==> src/rtl/riscv_v_seq_div.sv <==
// Sequential radix-2 restoring divider for signed/unsigned integer division.
// One quotient bit per CALC cycle on operand magnitudes, sign fix-up on the
// way into DONE. Divide-by-zero and signed overflow bypass CALC entirely.
//
// state | meaning
// IDLE  | ready for a new operation (in_ready = 1)
// CALC  | iterating, one quotient bit per cycle, WIDTH cycles total
// DONE  | result valid on Q/R, waiting for out_ready

module riscv_v_seq_div #(
    parameter int WIDTH = 32
) (
    input  logic             clk,
    input  logic             rst_n,
    input  logic             in_valid,
    output logic             in_ready,
    input  logic [WIDTH-1:0] A,
    input  logic [WIDTH-1:0] B,
    input  logic             is_signed,
    input  logic             flush,
    output logic             out_valid,
    input  logic             out_ready,
    output logic [WIDTH-1:0] Q,
    output logic [WIDTH-1:0] R
);

    localparam int CW = $clog2(WIDTH);
    localparam logic [CW-1:0]    CNT_INIT = CW'(WIDTH - 1);
    localparam logic [WIDTH-1:0] MOST_NEG = {1'b1, {(WIDTH-1){1'b0}}};

    typedef enum logic [1:0] {
        IDLE = 2'd0,
        CALC = 2'd1,
        DONE = 2'd2
    } state_t;

    state_t           state_q;
    logic [CW-1:0]    cnt_q;
    logic [WIDTH-1:0] dvd_q;      // dividend magnitude, quotient bits shift in at LSB
    logic [WIDTH-1:0] dvs_q;      // divisor magnitude
    logic [WIDTH-1:0] rem_q;      // partial remainder, always < dvs_q between steps
    logic             neg_q_q;
    logic             neg_r_q;
    logic             out_valid_q;
    logic [WIDTH-1:0] q_q;
    logic [WIDTH-1:0] r_q;

    logic             a_neg;
    logic             b_neg;
    logic [WIDTH-1:0] a_mag;
    logic [WIDTH-1:0] b_mag;
    logic             div_zero;
    logic             sgn_ovf;
    logic [WIDTH:0]   rem_shift;
    logic             rem_ge;
    logic [WIDTH-1:0] rem_sub;
    logic [WIDTH-1:0] rem_nxt;
    logic [WIDTH-1:0] quo_nxt;

    assign a_neg    = is_signed & A[WIDTH-1];
    assign b_neg    = is_signed & B[WIDTH-1];
    assign a_mag    = a_neg ? ('0 - A) : A;
    assign b_mag    = b_neg ? ('0 - B) : B;
    assign div_zero = (B == '0);
    assign sgn_ovf  = is_signed & (A == MOST_NEG) & (B == '1);

    // The shifted remainder needs WIDTH+1 bits, but whenever the subtraction
    // is taken the result is below the divisor, so a WIDTH-bit subtract is exact.
    assign rem_shift = {rem_q, dvd_q[WIDTH-1]};
    assign rem_ge    = (rem_shift >= {1'b0, dvs_q});
    assign rem_sub   = rem_shift[WIDTH-1:0] - dvs_q;
    assign rem_nxt   = rem_ge ? rem_sub : rem_shift[WIDTH-1:0];
    assign quo_nxt   = {dvd_q[WIDTH-2:0], rem_ge};

    assign in_ready  = (state_q == IDLE);
    assign out_valid = out_valid_q;
    assign Q         = q_q;
    assign R         = r_q;

    // Control FSM and datapath: reset, then flush, then normal handshakes.
    always_ff @(posedge clk) begin
        if (!rst_n) begin
            state_q     <= IDLE;
            cnt_q       <= '0;
            dvd_q       <= '0;
            dvs_q       <= '0;
            rem_q       <= '0;
            neg_q_q     <= 1'b0;
            neg_r_q     <= 1'b0;
            out_valid_q <= 1'b0;
            q_q         <= '0;
            r_q         <= '0;
        end else if (flush) begin
            state_q     <= IDLE;
            out_valid_q <= 1'b0;
        end else begin
            case (state_q)
                IDLE: begin
                    if (in_valid) begin
                        if (div_zero) begin
                            q_q         <= '1;
                            r_q         <= A;
                            out_valid_q <= 1'b1;
                            state_q     <= DONE;
                        end else if (sgn_ovf) begin
                            q_q         <= A;
                            r_q         <= '0;
                            out_valid_q <= 1'b1;
                            state_q     <= DONE;
                        end else begin
                            dvd_q   <= a_mag;
                            dvs_q   <= b_mag;
                            rem_q   <= '0;
                            neg_q_q <= a_neg ^ b_neg;
                            neg_r_q <= a_neg;
                            cnt_q   <= CNT_INIT;
                            state_q <= CALC;
                        end
                    end
                end
                CALC: begin
                    dvd_q <= quo_nxt;
                    rem_q <= rem_nxt;
                    cnt_q <= cnt_q - 1'b1;
                    if (cnt_q == '0) begin
                        q_q         <= neg_q_q ? ('0 - quo_nxt) : quo_nxt;
                        r_q         <= neg_r_q ? ('0 - rem_nxt) : rem_nxt;
                        out_valid_q <= 1'b1;
                        state_q     <= DONE;
                    end
                end
                DONE: begin
                    if (out_ready) begin
                        out_valid_q <= 1'b0;
                        state_q     <= IDLE;
                    end
                end
                default: begin
                    out_valid_q <= 1'b0;
                    state_q     <= IDLE;
                end
            endcase
        end
    end

endmodule

==> config.mk <==
export PLATFORM = sky130hd
export DESIGN_NAME = riscv_v_seq_div
export DESIGN_NICKNAME = d
export VERILOG_FILES = /design/src/rtl/riscv_v_seq_div.sv
export SDC_FILE = /design/constraint.sdc
export NUM_CORES = 1
export LEC_CHECK = 0
export CAP_MARGIN = 30
export CORE_MARGIN = 4
export CORE_UTILIZATION = 44
export CTS_CLUSTER_DIAMETER = 80
export DETAILED_ROUTE_END_ITERATION = 12
export PLACE_DENSITY = 0.74
export SLEW_MARGIN = 10
export SYNTH_ARGS = -nofsm -noshare
export SYNTH_HDL_FRONTEND = slang
export SYNTH_SLANG_ARGS = --single-unit
==> constraint.sdc <==
create_clock -name clk -period 18 [get_ports clk]
set_input_delay 1.8 -clock clk [delete_from_list [all_inputs] [get_ports clk]]
set_output_delay 1.8 -clock clk [all_outputs]
set_load 0.01 [all_outputs]
-- Word level (Yosys, flattened, before mapping)
Cells that the tools add are included.
- register bits: 170
- logic and storage cells: 85
- output and inout port bits: 66
- magnitude comparators: 1
- add/subtract/negate cells: 6
- muxes and demuxes: 39
- bitwise logic cells: 9
- reduce and logical (&&, ||, !) cells: 10
- eq/ne operators: 10
- operators with widths (cell ; number):
    32-bit two-way mux ; 19
    32-bit case mux with 2 select lines ; 4
    1-bit by 32-bit subtractor with 32-bit output, first input constant ; 4
    32-bit == test, second input constant ; 2
    33-bit by 32-bit >= comparator with 1-bit output ; 1
    32-bit logical NOT ; 1
    32-bit subtractor ; 1
    5-bit two-way mux ; 3
    5-bit AND reduction ; 3
    2-bit two-way mux ; 5
    2-bit inequality test, second input constant ; 5
    5-bit case mux with 2 select lines ; 1
    2-bit case mux with 3 select lines ; 1
    5-bit logical NOT ; 1
    1-bit two-way mux ; 5
    5-bit by 1-bit subtractor with 5-bit output, second input constant ; 1
    1-bit AND ; 4
    1-bit NOT ; 4
    4-bit AND reduction ; 1
    3-bit by 1-bit inequality test with 1-bit output, second input constant ; 1
    1-bit case mux with 3 select lines ; 1
    3-bit AND reduction ; 1
    2-bit by 1-bit == test with 1-bit output, second input constant ; 1
    2-bit == test, second input constant ; 1
    other kinds (4) ; 4

-- Depth between registers and ports, before layout
- depth in word-level cells: 7
- depth in mapped cells: 25
- depth with buffers taken out: 19

-- Worst setup path before layout
Ideal clock, no wire load.
- path kind: register to register
- start: reg dvs_q[14]
- end: reg r_q[28] (netlist: R[28])
- slack: 12.186 ns
- arrival time: 5.755 ns
- clock period less this slack: 5.814 ns
- stages on the path, launching flop included: 24
- library setup time: 0.059 ns
- cells stage by stage: dfxtp_1 -> inv_1 -> ha_1 -> buf_2 -> nand4_1 -> nor3_2 -> o21ai_2 -> a311o_4 -> nand2_4 -> buf_2 -> buf_1 -> clkbuf_1 -> mux2i_1 -> ha_1 -> or4b_2 -> nor4_1 -> nand4_1 -> o41ai_4 -> o211ai_1 -> or4_1 -> buf_2 -> or4_1 -> a21oi_1 -> o31a_1
- word-level cells in the longest chain between the ends: 6
- ends and longest elaborated chain (item ; RTL line ; text):
    from (decl) ; 40 ; logic [WIDTH-1:0] dvs_q;
    from (signal assigned) ; 112 ; dvs_q <= b_mag;
    32-bit subtractor or 33-bit by 32-bit >= comparator with 1-bit output (tied branches) ; 71, 70 ;
    32-bit two-way mux (*) ; 72 ; assign rem_nxt = rem_ge ? rem_sub : rem_shift[WIDTH-1:0];
    1-bit by 32-bit subtractor with 32-bit output ; 127 ; r_q <= neg_r_q ? ('0 - rem_nxt) : rem_nxt;
    32-bit two-way mux (*) ; 127 ;
    32-bit two-way mux (*) ; 125 ; if (cnt_q == '0) begin
    32-bit case mux with 2 select lines (*) ; 97 ; case (state_q)
    to (signal assigned) ; 127 ;
    to (decl) ; 46 ; logic [WIDTH-1:0] r_q;
Mark *: on every way between the ends. The rest lies on a longest branch, timed or not. The select of a mux whose other input is x is not followed.
A chain may end at the register's enable or synchronous reset.

-- Worst setup path in the final report
- start: reg rem_q[8]
- end: reg r_q[28] (netlist: R[28])
- word-level cells in the longest chain between the ends: 6
- ends and longest elaborated chain (item ; RTL line ; text):
    from (decl) ; 41 ; logic [WIDTH-1:0] rem_q;
    from (signal assigned) ; 123 ; rem_q <= rem_nxt;
    32-bit subtractor or 33-bit by 32-bit >= comparator with 1-bit output (tied branches) ; 71, 70 ;
    32-bit two-way mux (*) ; 72 ;
    1-bit by 32-bit subtractor with 32-bit output ; 127 ;
    32-bit two-way mux (*) ; 127 ;
    32-bit two-way mux (*) ; 125 ;
    32-bit case mux with 2 select lines (*) ; 97 ;
Marked as above.

==> results.md <==
- Ys flop type: dfxtp_1
- WP buf/inv: 0
- Status: complete, no violations
- Most frequent cells in the layout: nor2_1 (224), dfxtp_1 (170), a21oi_1 (145)
- Clock Tree Root: clkbuf_16
- Vias in the first global route: 11500
- CP max-delay cell: or4b_2
- Total core area: 27000 sq um
- Placement Rows: 60
- H-Tree Depth: 4
- Clk slew on worst S/H paths: 0.07 ns
- Worst vdd ir: 0.0613 mV
- Synth Net Count: 1714
- Worst path max stage delay: 0.63 ns
- Critical path class: reg2reg
- Synthesized area per cell: 7.52 sq um
- Fin. max-slew vios: 0
- Final worst-path cycle share: 35.4%
- Core Util, Final: 52.4%
- Worst-path cell chain: ha_1, and4_1, and4_1, a22o_1, o21ai_4, nand2_4, o21ai_0, ha_1, or4b_2, nor4_1, nand4_1, o41ai_4, o211ai_1, or4_1, or4_1, a21oi_1, o31a_1
- Clock Sinks: 170
- DRT Pass-1 Iters: 9
- Worst Hold Class: reg2reg
- Critical Path Fanout Max: 39
- CTS buffer count: 17
- Flops & latches, synth: 170
- Mapped Cells: 1604
- Minimum clock period: 6.37 ns
- RSZ-0062 raised after global routing: no
- 1st-iter DRT viols: 1559
- YS warnings: 0
- Lkg Pwr: 5.11 nW
- Die Wd: 174 microns
- Post_cts resized: 0
- Area Growth Syn to Fin: 17.1%
- Post-synthesis sequential area ratio: 28.2%
- Met2 usage: 40.7%
- Longest Clk Path Bufs: 2
- Post-CTS Setup Inserts: 0
- Gr ovfl total: 0
- Total number of vias: 12700
- Maxcap violations: 0
- M1 GR Usage: 37.9%
- Data required time of the worst path: 18.38 ns
- Worst Tran Pin Value: 1.00 ns
- GRT Overall Usage: 26.4%
- Ys async rst share: 0%
- Crit. End Element: flop
- DRC: 0
- Max_slew headroom: 33.3%
- First-pass GRT wire length: 65.0 mm
- Layout cells sized above 1: 5.32%
- ANT nets after route: 0
- GR met3 Demand/Resource: 4.75%
- Netlist cell types: 87
- Grt peak-use layer: met2
- Final hold vios: 0
- WL/cell: 20.7 microns
- Port bufs: 135
- Cts hold-fix bufs: 0
- DP HPWL: 30.6 mm
- Synth Cell Area: 12100 sq um
- Worst-Skew Late Latency: 0.44 ns
- Die ar.: 30100 sq um
- Commonest non-fill, non-tap cell in the layout: nor2_1
- Top Family by Delay on Critical Path: simple AND/OR/NAND/NOR gates
- Final worst slack: 11.63 ns
- Endpoints failing setup: 0
- DR vias/cell: 6.28
- Nets: 1771
- Startpoint Class: flop
- Final Skew: 0.0172 ns
- EDFF count, synth: 0
- Initial antenna violation count: 0
- I/O Pins: 136
- Peak Freq: 157 MHz
- Final WL: 41.7 mm
- Effective utilization at floorplan: 44.8%
- Largest net degree at the start of global routing: 97
- Dpl ws: 11.61 ns
- Arrival time at the worst endpoint: 6.75 ns
- Setup_tns: 0 ns
- Power Density: 73.1 nW/um^2
- Die H: 174 microns
- RD Place Congestion: 0.937
- CTS tree: done
- Number of diodes: 0
-- worst reg2reg max path, cell delays in order (launching register included) --
cell	delay, ns
dfxtp_1	0.48
ha_1	0.40
and4_1	0.37
and4_1	0.26
a22o_1	0.24
o21ai_4	0.37
nand2_4	0.42
o21ai_0	0.50
ha_1	0.30
or4b_2	0.63
nor4_1	0.36
nand4_1	0.21
o41ai_4	0.12
o211ai_1	0.17
or4_1	0.61
or4_1	0.59
a21oi_1	0.15
o31a_1	0.13
-- power by group --
| group | internal [mW] | switching, mW | leakage [nW] |
|---|---|---|---|
| combinational | 0.0975 | 0.162 | 3.45 |
| clock | 0.186 | 0.183 | 0.276 |
| sequential | 0.391 | 0.0130 | 1.38 |
| total | 0.674 | 0.358 | 5.11 |
-- metal layers --
metal | share of wire [%] | vias to the layer above
met3 | 8.4 | 77
met2 | 44 | 590
met5 | 0 | -
met1 | 45 | 5983
met4 | 2.6 | 0
li1 | - | 6002
-- final cells by class --
type                            instances  area, sq um
Clock buffer                           17          425
Clock inverter                         15          153
Fill cell                            2553        12800
Inverter                               51          194
Multi-Input combinational cell       1272         8040
Sequential cell                       170         3400
Tap cell                              341          427
Timing Repair Buffer                  149         1490
-- through the flow --
stage / cell area [sq um] / std cells / hold WS [ns] / power (mW)
6_report: 14100 / 2015 / 0.455 / 1.03
5_1_grt: 14100 / 2015 / 0.481 / 1.07
4_1_cts: 14100 / 2013 / 0.458 / 1.03
3_5_place_dp: 13500 / 1981 / 0.446 / 0.663
3_3_place_gp: 13500 / 1981 / 0.440 / 0.659
2_1_floorplan: 12100 / 1604 / 0.432 / 0.580
-- sequential cells by signal (all words and copies together), names as in the netlist --
signal and count:
cnt_q 5, dvd_q 32, R 32, neg_r_q 1
state_q 2, dvs_q 32, rem_q 32, Q 32
out_valid 1, neg_q_q 1
-- cells in the mapped netlist (7+ instances only) --
library cell	count	share of area [%]
nor2_1	227	7.1
dfxtp_1	170	28
a21oi_1	145	6.0
nand2_1	122	3.8
o21ai_0	99	4.1
clkbuf_1	72	2.2
xnor2_1	69	5.0
xor2_1	56	4.1
inv_1	49	1.5
a211oi_1	46	2.9
nor3_1	44	1.8
ha_1	39	4.0
nand3_1	35	1.5
buf_2	30	1.2
o31ai_1	25	1.6
a221oi_1	24	1.7
mux2i_1	24	2.0
nand4_1	22	1.1
or3_1	21	1.1
a222oi_1	18	1.5
nor4_1	17	0.88
a31oi_1	16	0.83
and3_1	15	0.78
nand2b_1	14	0.73
o41ai_1	14	1.0
or4_1	14	0.87
a22oi_1	13	0.81
o211ai_1	12	0.75
and4_1	10	0.73
o21a_1	9	0.56
o221ai_1	9	0.65
buf_1	8	0.25
o21ai_1	8	0.33
o31a_1	8	0.58
a21o_1	7	0.44
and2_1	7	0.36
nor3b_1	7	0.44
-- final timing paths --
check	from	cells after the start	slack, ns	end
worst max-delay path	rem_q[8]$_SDFFE_PN0P_	17	11.63	R[28]$_SDFFE_PN0P_
worst min-delay path	dvs_q[18]$_SDFFE_PN0P_	2	0.46	dvs_q[18]$_SDFFE_PN0P_
worst min register to register	dvs_q[18]$_SDFFE_PN0P_	2	0.46	dvs_q[18]$_SDFFE_PN0P_
worst max register to register	rem_q[8]$_SDFFE_PN0P_	17	11.63	R[28]$_SDFFE_PN0P_
-- cells by family after synthesis --
family,synth area share [%]
simple gates,22.8
compound gates,28.1
flops,28.2
buf+inv,5.41
xor+xnor,9.08
fa+ha+maj,4.21
mux,2.27
No activity file was read; power rests on OpenSTA's default activity.
